==> src/rtl/mac_unit.sv <==
// ============================================================================
// Module   : mac_unit
// Brief    : Iterative shift-add multiply / multiply-accumulate execute unit
//            with a private accumulator and a one-cycle register-file write-back.
// Revision : 1.0 - initial release
// ============================================================================
`default_nettype none

module mac_unit #(
    parameter int WIDTH = 32
) (
    input  logic             clk,
    input  logic             rst,
    input  logic             start,
    input  logic [1:0]       op,
    input  logic [WIDTH-1:0] rs1_val,
    input  logic [WIDTH-1:0] rs2_val,
    input  logic [4:0]       rd_addr,
    output logic             busy,
    output logic             wb_we,
    output logic [4:0]       wb_addr,
    output logic [WIDTH-1:0] wb_data
);

    localparam int               c_CNT_W     = $clog2(WIDTH);
    localparam logic [c_CNT_W-1:0] c_CNT_LAST = c_CNT_W'(WIDTH - 1);

    localparam logic [1:0] c_OP_MUL    = 2'b00;
    localparam logic [1:0] c_OP_MAC    = 2'b01;
    localparam logic [1:0] c_OP_MACCLR = 2'b10;
    localparam logic [1:0] c_OP_RDACC  = 2'b11;

    typedef enum logic [1:0] {
        S_IDLE = 2'd0,
        S_MULT = 2'd1,
        S_WB   = 2'd2
    } state_t;

    state_t               r_state;
    state_t               w_state_n;
    logic                 w_accept;
    logic                 w_last;

    logic [1:0]           r_op;
    logic [WIDTH-1:0]     r_mcand;
    logic [WIDTH-1:0]     r_mplier;
    logic [WIDTH-1:0]     r_prod;
    logic [WIDTH-1:0]     r_acc;
    logic [c_CNT_W-1:0]   r_cnt;
    logic [4:0]           r_rd;

    logic [WIDTH-1:0]     w_prod_n;
    logic [WIDTH-1:0]     w_acc_n;
    logic [WIDTH-1:0]     w_wb_data_n;

    always_ff @(posedge clk or negedge rst) begin
        if (!rst) begin
            r_state <= S_IDLE;
        end else begin
            r_state <= w_state_n;
        end
    end

    always_comb begin
        w_state_n = r_state;
        w_accept  = 1'b0;
        w_last    = 1'b0;
        case (r_state)
            S_IDLE: begin
                if (start) begin
                    w_accept  = 1'b1;
                    w_state_n = (op == c_OP_RDACC) ? S_WB : S_MULT;
                end
            end
            S_MULT: begin
                if (r_cnt == c_CNT_LAST) begin
                    w_last    = 1'b1;
                    w_state_n = S_WB;
                end
            end
            S_WB:    w_state_n = S_IDLE;
            default: w_state_n = S_IDLE;
        endcase
    end

    // On the final MULT cycle w_prod_n already holds the complete product.
    assign w_prod_n = r_prod + (r_mplier[0] ? r_mcand : '0);

    always_comb begin
        w_acc_n = r_acc;
        case (r_op)
            c_OP_MAC:    w_acc_n = r_acc + w_prod_n;
            c_OP_MACCLR: w_acc_n = w_prod_n;
            default:     w_acc_n = r_acc;
        endcase
    end

    assign w_wb_data_n = (r_op == c_OP_MUL) ? w_prod_n : w_acc_n;

    always_ff @(posedge clk or negedge rst) begin
        if (!rst) begin
            r_op     <= 2'b00;
            r_mcand  <= '0;
            r_mplier <= '0;
            r_prod   <= '0;
            r_acc    <= '0;
            r_cnt    <= '0;
            r_rd     <= 5'd0;
            busy     <= 1'b0;
            wb_we    <= 1'b0;
            wb_addr  <= 5'd0;
            wb_data  <= '0;
        end else begin
            busy  <= (w_state_n != S_IDLE);
            wb_we <= 1'b0;

            if (w_accept) begin
                r_op     <= op;
                r_mcand  <= rs1_val;
                r_mplier <= rs2_val;
                r_rd     <= rd_addr;
                r_prod   <= '0;
                r_cnt    <= '0;
                // RDACC skips MULT, so its write-back is issued straight from IDLE.
                if (op == c_OP_RDACC) begin
                    wb_we   <= (rd_addr != 5'd0);
                    wb_addr <= rd_addr;
                    wb_data <= r_acc;
                end
            end

            if (r_state == S_MULT) begin
                r_prod   <= w_prod_n;
                r_mcand  <= r_mcand << 1;
                r_mplier <= r_mplier >> 1;
                r_cnt    <= r_cnt + 1'b1;
                if (w_last) begin
                    r_acc   <= w_acc_n;
                    r_cnt   <= '0;
                    wb_we   <= (r_rd != 5'd0);
                    wb_addr <= r_rd;
                    wb_data <= w_wb_data_n;
                end
            end
        end
    end

endmodule

`default_nettype wire

==> config.mk <==
export PLATFORM = sky130hd
export DESIGN_NAME = mac_unit
export DESIGN_NICKNAME = d
export VERILOG_FILES = /design/src/rtl/mac_unit.sv
export SDC_FILE = /design/constraint.sdc
export NUM_CORES = 1
export LEC_CHECK = 0
export ABC_AREA = 1
export ABC_CLOCK_PERIOD_IN_PS = 4320
export BUFFER_PORTS_ARGS = -buffer_cell sky130_fd_sc_hd__buf_2
export CAP_MARGIN = 0
export CORE_MARGIN = 3
export CORE_UTILIZATION = 61
export DETAILED_ROUTE_END_ITERATION = 6
export GPL_TIMING_DRIVEN = 0
export PLACE_DENSITY = 0.85
export SYNTH_ARGS = -nofsm -noshare
export SYNTH_HDL_FRONTEND = slang
export SYNTH_SLANG_ARGS = --single-unit
==> constraint.sdc <==
create_clock -name clk -period 4.32 [get_ports clk]
set_input_delay 0.216 -clock clk [delete_from_list [all_inputs] [get_ports clk]]
set_output_delay 0.216 -clock clk [all_outputs]
set_load 0.02 [all_outputs]
Word level (Yosys, flattened, before mapping)
Index checks and enable logic that the tools add are counted.
Widths: inputs -> output; s select.
{ "totals": {"word_cells": 59, "out_inout_bits": 39, "reg_bits": 181, "in_bits": 74} }
{ "classes": {"mux": 32, "n_eq_ne": 5, "n_reduce_logical": 7, "addsub": 3} }
{ "ops": {"columns": ["cell", "count"], "rows": [
  ["$mux 32", 12],
  ["$add 32x32->32", 2],
  ["$pmux 32 s2", 1],
  ["$mux 5", 7],
  ["$reduce_bool 5->1", 2],
  ["$mux 1", 8],
  ["$mux 2", 3],
  ["$add 5x1->5 const B", 1],
  ["$eq 5x5->1 const B", 1],
  ["$eq 2x1->1 const B", 2],
  ["$eq 2x2->1 const B", 2],
  ["$logic_not 2->1", 2],
  ["$pmux 2 s2", 1],
  ["$reduce_bool 2->1", 2],
  ["$reduce_and 2->1", 1]
]} }

Logic depth before layout (Yosys ltp)
Gate-level depths: netlist of run 1.
{ "logic_depth": {"ltp_word": 7, "depth_mapped": 31} }

Worst setup path after synthesis of run 1
Ideal clock, no wire load.
{ "synth_timing": {"path_kind": "register -> register", "from": "register r_mplier[0]", "to": "register wb_data[15]", "required_ns": 4.201, "stages_incl_launch_ff": 27, "period_less_slack_ns": 3.850, "arrival_ns": 3.731, "slack_ns": 0.470, "setup_ns": 0.119, "cell_sequence": "dfrtp_1 > clkbuf_1 > clkbuf_1 > nand2_1 > inv_1 > ha_1 > fa_1 > nand2_1 > nand2_1 > o21ai_2 > o21bai_4 > nand2_1 > nand2_2 > or2_2 > nand2_1 > inv_1 > ha_1 > a21oi_1 > o21ai_0 > a21oi_1 > nand2_1 > or2_2 > nand3_1 > nand3_1 > o21ai_1 > nor2_1 > o21ba_1"} }
{ "synth_between": {"elab_chain_len": 7} }
{ "synth_lines": {"columns": ["element", "line", "source"], "rows": [
  ["start: declaration", "46", "logic [WIDTH-1:0] r_mplier;"],
  ["start signal: assignment", "120", "r_mplier <= rs2_val;"],
  ["start signal: assignment", "135", "r_mplier <= r_mplier >> 1;"],
  ["$mux 32 *", "87", "assign w_prod_n = r_prod + (r_mplier[0] ? r_mcand : '0);"],
  ["$add 32x32->32 *", "87", null],
  ["$add 32x32->32", "92", "c_OP_MAC: w_acc_n = r_acc + w_prod_n;"],
  ["$pmux 32 s2", "91", "case (r_op)"],
  ["$mux 32 *", "98", "assign w_wb_data_n = (r_op == c_OP_MUL) ? w_prod_n : w_acc_n;"],
  ["$mux 32 *", "137", "if (w_last) begin"],
  ["$mux 32 *", "132", "if (r_state == S_MULT) begin"],
  ["end signal: assignment", "128", "wb_data <= r_acc;"],
  ["end signal: assignment", "142", "wb_data <= w_wb_data_n;"],
  ["end: declaration", "22", "output logic [WIDTH-1:0] wb_data"]
]} }
Mark *: on every way between the ends. The rest lies on a longest branch, timed or not.
A chain may end at the register's enable or synchronous reset.

Final worst setup path of run 1
Same ends and word-level chain as after synthesis.

==> results_dict.tcl, run 1 <==
set metrics [dict create \
    maximum_number_of_pins_on_one_net_before_global_route_repair 110 \
    die_height_um 151 \
    synth_xor_xnor_area_share 0.0184 \
    regToRegSetupSlack_ps 130 \
    critical_path.endpoint_type "flop" \
    post-place-cells 2178 \
    leakage_nw 7.53 \
    vias 13300 \
    holdCritPathClass "in2reg" \
    routed_via_density 5.97 \
    timing.final.crit_period_ps 4190 \
    synth_edf_count 0 \
    dp_hpwl_mm 30.8 \
    place.gp.congestion 1.03 \
    largest_family_of_logic_cells_by_synthesized_area "simple AND/OR/NAND/NOR gates" \
    synth_area_mm2 0.0128 \
    synth.yosys.seq_area_share 0.354 \
    cp.required_ps 4650 \
    synth_largest_area_cell "dfrtp_1" \
    critPathTopFamily "simple AND/OR/NAND/NOR gates" \
    worstReg2RegStart "r_mplier[0]" \
    depth_of_the_worst_register_to_register_path 25 \
    fin_skew_ps 19.9 \
    floorplan.core_area_mm2 0.0204 \
    drtPass1Iterations 7 \
    netlist_instances 1795 \
    report.final.hold_viol_count 0 \
    numCtsBuffers 17 \
    multi_input_comb_area_mm2 0.00773 \
    setup.worst_path.class "reg2reg" \
    worst_slew_pin_slew_ps 843 \
    detail_route.iter0.violations 1503 \
    rows 52 \
    die_width_um 151 \
    timing.rr.end "wb_data[15]" \
    failed_checks "DRC" \
    maxSlewViolCount 0 \
    crit_fanout 10 \
    synth_cell_types 55 \
    layout.cells.non_filler 2221 \
    final_design_area_no_fill_mm2 0.0151 \
    clockBufferDepth 2 \
    synth-compound-area-share 0.207 \
    critical-path-slowest-cell "dfrtp_2" \
    fp.dieArea_mm2 0.0227 \
    cts-root-buf "clkbuf_16" \
    grt_overflow 0 \
    critical_path.startpoint_type "flop" \
    area_delta_synth_final_pct 18.1 \
    regArea_mm2 0.00453 \
    placement.cell_area_mm2 0.0137 \
    fillerInstances 1630 \
    n_antenna_cell 0 \
    synth.top_cell.area_share 0.354 \
    power_per_standard_cell_area_mw_per_mm2 835 \
    worst_path_most_repeated_cell "nand2_1" \
    slew_headroom 0.438 \
    maximum_single_stage_delay_on_the_critical_path_ps 460 \
    finalSetupViolations 0 \
    clk_latency_ps 440 \
    wirelength_mm 40.8 \
    synth.avg_cell_area_um2 7.12 \
    placement.setup.worst_slack_ps -447 \
    fmax_mhz 239 \
    top_level_ports 113 \
    synth_ff_type "dfrtp_1" \
    remaining_drc_errors 7 \
    cts_sinks 181 \
    postSynth.asyncResetShare 1.00 \
    maxCapViolations 0 \
    yosysWarningCount 0 \
    whs_ps 22.3 \
    cts.clk_slew.worst_paths_ps 80 \
    final_worst_slack_ps 128 \
    min_from "op[0]" \
    timing.hold.worst_path_depth 3 \
    grt_pass1_wl_mm 64.1 \
    portBuffers 112 \
    cp_num_buf_inv 3 \
    layout-drive-gt1-share 0.195 \
    unrepaired_setup_endpoints_after_global_routing "true" \
    finalCoreUtilization 0.739 \
    gr-usage-all-layers 0.356 \
    synthTopCellsByArea "dfrtp_1, nand2_1, o21ai_0" \
    status "finished with violations" \
    drt-wirelength-per-cell_um 18.4 \
    vdd.ir_drop.worst_mv 0.389 \
    flip_flop_and_latch_count_after_synthesis 181 \
    mappedNetlistNets 1941 \
    initial_utilization 0.626 \
    post_synth_and_or_nand_nor_area_fraction 0.254 \
    vias_in_the_first_global_route 12600 \
    h-tree-depth 4 \
    antenna_found_initial 1 \
    finalCritPeriodShare 0.970 \
    whs_endpoint "r_op[0]" \
    detail-route-antenna-nets 0 \
    proportion_of_synthesized_area_in_mux_cells 0 \
    cts_tree "built" \
    finalNetCount 2085 \
    total_power_mw 12.6 \
    post_synth_fa_ha_maj_area_fraction 0.0716 \
    worst_ep_arrival_time_ps 4520 \
    setup_tns_ps 0 \
]
-- cell usage after synthesis, types with 5 or more instances --
library cell	number
a21o_1	7
a21oi_1	115
a21oi_2	10
a22oi_1	35
a31oi_1	11
a32o_1	6
buf_2	13
clkbuf_1	59
dfrtp_1	181
ha_1	70
inv_1	221
inv_2	17
nand2_1	437
nand2_2	10
nand3_1	122
nand3_2	5
nand3b_1	10
nand4_1	11
nor2_1	114
nor2_2	5
nor3_1	12
o211ai_1	8
o21a_1	5
o21ai_0	180
o21ai_1	15
o21bai_1	8
o221ai_1	7
o22ai_1	32
or2_2	12
xor2_1	11
-- cells by family (layout without fill, tap and decap cells) --
logic type,after synthesis,count (layout)
buffers and inverters,315,471
flip-flops,181,181
AO/OA/AOI/OAI,453,453
AND/OR/NAND/NOR,754,754
adder cells (fa/ha/maj),72,72
XOR/XNOR,20,20
-- registers in the layout, summed over array words and instances, names as in the netlist --
signal and flops:
r_acc 32, wb_data 32, r_op 2, r_prod 32, r_cnt 5, r_state 2, wb_we 1, r_mcand 32
r_mplier 32, busy 1, wb_addr 5, r_rd 5
-- layout by cell type (no fill, tap or decap), types with 30 or more instances in the layout --
cell | netlist | final
nand3_1 | 122 | 109
dfrtp_1 | 181 | 180
a22oi_1 | 35 | 35
inv_1 | 221 | 215
nand2_2 | 10 | 30
nor2_1 | 114 | 96
clkbuf_1 | 59 | 56
o21ai_0 | 180 | 168
nand2_1 | 437 | 414
o22ai_1 | 32 | 32
a21oi_1 | 115 | 95
ha_1 | 70 | 50
buf_2 | 13 | 125
-- final cells by class --
class | count | share of cell area
multi-input cells | 1299 | 0.512
flip-flops and latches | 181 | 0.300
inverters | 240 | 0.0598
repair buffers | 126 | 0.0466
clock buffers | 18 | 0.0284
well taps | 270 | 0.0224
plain buffers | 74 | 0.0212
clock inverters | 13 | 0.00928
-- routing by layer --
layer  wire length, um  global-route usage  up-vias
li1                  -                   -     6242
met1             17000               0.493     6248
met2             19100               0.575      669
met3              3380              0.0542      100
met4              1280               0.121        2
met5                 7                   0        -
-- power breakdown --
part | switching (mW) | internal, mW | leakage, nW
clock | 0.761 | 0.769 | 0.269
combinational | 5.46 | 2.77 | 4.98
sequential | 0.459 | 2.37 | 2.29
-- worst max-delay path by stage --
stage / end / slack, ps / cells past startpoint / startpoint
floorplan: wb_data[15] / 470 / 26 / r_mplier[0]
global placement: r_acc[24] / -390 / 27 / r_mplier[0]
detailed placement: wb_data[30] / -450 / 26 / r_mplier[0]
CTS: r_acc[21] / 20 / 25 / r_mplier[0]
global route: r_acc[29] / -140 / 27 / r_mplier[0]
finish: wb_data[15] / 130 / 25 / r_mplier[0]
-- worst reg2reg max path: cells and delay by family, from the launching register on --
family / cells / cell delay, ps
AND/OR/NAND/NOR: 12 / 1500
AO/OA/AOI/OAI: 7 / 930
adder cells (fa/ha/maj): 3 / 870
flip-flops: 1 / 460
buffers and inverters: 3 / 310
-- what timing repair did --
item | in CTS | in global routing
hold endpoints to repair | 74 | 0
endpoints found under the setup margin | 41 | 44
buffers inserted | 0 | 10
hold buffers | 3 | 0
pin swaps | 2 | 29
resized for setup | 32 | 146
cloned | 0 | 0
No activity file was read; power rests on OpenSTA's default activity.
==> run 2: changes to the inputs <==
CORE_MARGIN = 5   (was 3)
SLEW_MARGIN = 40   (was not set)
==> run 2 against run 1 <==
The run now ends clean. First-iteration DRC count increased by 0.86%. Final area shrank 0.83%. Via count is 0.19% higher. Clock power increased by 14%. Global-route usage is 2.1 points lower. Critical path depth is 1 higher. Setup slack got worse by 29 ps. Sequential power is essentially flat.
==> results_dict.tcl, run 2 (synthesis results as in run 1) <==
set metrics [dict create \
    status "completed" \
    most_common_cell_after_layout_fill_and_taps_aside "nand2_1" \
    vias_in_the_first_global_route 13100 \
    gr-usage-all-layers 0.335 \
    floorplan.core_area_mm2 0.0208 \
    worst_slew_pin_slew_ps 810 \
    n_antenna_cell 0 \
    total_power_mw 12.5 \
    cts.clk_slew.worst_paths_ps 80 \
    fin_skew_ps 16.3 \
    power_per_standard_cell_area_mw_per_mm2 837 \
    leakage_nw 7.53 \
    cts_tree "built" \
    maximum_single_stage_delay_on_the_critical_path_ps 460 \
    drtPass1Iterations 7 \
    slew_headroom 0.460 \
    maximum_number_of_pins_on_one_net_before_global_route_repair 66 \
    worst_ep_arrival_time_ps 4510 \
    post-place-cells 2184 \
    antenna_found_initial 0 \
    critical_path.endpoint_type "flop" \
    drt-wirelength-per-cell_um 18.4 \
    vias 13300 \
    vdd.ir_drop.worst_mv 0.435 \
    fp.dieArea_mm2 0.0240 \
    critical-path-slowest-cell "dfrtp_2" \
    initial_utilization 0.614 \
    finalCritPeriodShare 0.977 \
    rows 53 \
    clk_latency_ps 450 \
    h-tree-depth 4 \
    holdCritPathClass "in2reg" \
    top_level_ports 113 \
    wirelength_mm 40.9 \
    remaining_drc_errors 0 \
    cts-root-buf "clkbuf_16" \
    setup.worst_path.class "reg2reg" \
    maxCapViolations 0 \
    maxSlewViolCount 0 \
    clockBufferDepth 2 \
    die_height_um 155 \
    unrepaired_setup_endpoints_after_global_routing "true" \
    layout.cells.non_filler 2222 \
    report.final.hold_viol_count 0 \
    layout-drive-gt1-share 0.176 \
    routed_via_density 5.98 \
    die_width_um 155 \
    timing.final.crit_period_ps 4220 \
    detail_route.iter0.violations 1516 \
    finalNetCount 2080 \
    whs_ps 11.5 \
    critical_path.startpoint_type "flop" \
    cts_sinks 181 \
    crit_fanout 10 \
    setup_tns_ps 0 \
    grt_overflow 0 \
    numCtsBuffers 17 \
    dp_hpwl_mm 30.5 \
    portBuffers 112 \
    grt_pass1_wl_mm 64.7 \
    place.gp.congestion 0.983 \
    mostFrequentLayoutCells "nand2_1, inv_1, dfrtp_1" \
    detail-route-antenna-nets 0 \
    fmax_mhz 237 \
    finalSetupViolations 0 \
    cp.required_ps 4610 \
    worst_path_most_repeated_cell "nand2_1" \
    area_delta_synth_final_pct 17.1 \
]
[run 2: per-stage QoR]
| stage | instance area [um2] | worst slack [ps] | utilization |
|---|---|---|---|
| global placement | 13700 | -348 | 0.657 |
| global route | 15000 | -50.8 | 0.719 |
| finish | 15000 | 98.3 | 0.719 |
| floorplan | 12800 | 470 | - |
| CTS | 14500 | 3.58 | 0.697 |
| detailed placement | 13800 | -405 | 0.661 |
[run 2: final timing paths]
check                      slack [ps]     endpoint   startpoint  cells after the start
setup / recovery                  100    r_acc[23]  r_mplier[0]                     26
hold / removal                     10      r_op[0]        op[0]                      3
setup reg to reg                  100    r_acc[23]  r_mplier[0]                     26
hold reg to reg                   490   wb_addr[0]   wb_addr[0]                      2
max in group asynchronous        2970   r_mcand[7]          rst                      4
min in group asynchronous         290  wb_data[30]          rst                      2
[run 2: area by class of cell]
cell class	count	area, um2
Clock inverter	14	209
Fill cell	1709	5850
Multi-Input combinational cell	1299	7540
Inverter	240	903
Clock buffer	18	439
Tap cell	275	344
Timing Repair Buffer	121	686
Buffer	74	320
Sequential cell	181	4530
[run 2: what timing repair did]
| action | CTS | global route |
|---|---|---|
| endpoints found under the hold margin | 66 | 0 |
| pin swaps | 2 | 8 |
| buffers inserted | 0 | 4 |
| resized for setup | 20 | 113 |
| hold buffers | 3 | 0 |
| setup endpoints to repair | 38 | 38 |
[run 2: power breakdown]
group | leakage (nW) | internal (mW) | switching (mW) | total [mW]
logic | 4.92 | 2.64 | 5.29 | 7.93
clock network | 0.321 | 1.00 | 0.737 | 1.74
registers | 2.29 | 2.38 | 0.479 | 2.85
[run 2: critical path: cells and delay by family, from the launching register on]
kind,cells,cell delay (ps)
compound gates,6,800
fa+ha+maj,3,900
buf+inv,3,310
flops,1,460
simple gates,14,1600
[run 2: per-layer routing]
| layer | wire [um] | vias to the layer above | global-route usage |
|---|---|---|---|
| met1 | 16500 | 6189 | 0.439 |
| met5 | 0 | - | 0 |
| met2 | 18900 | 716 | 0.544 |
| li1 | - | 6245 | - |
| met4 | 1740 | 0 | 0.144 |
| met3 | 3670 | 136 | 0.0638 |
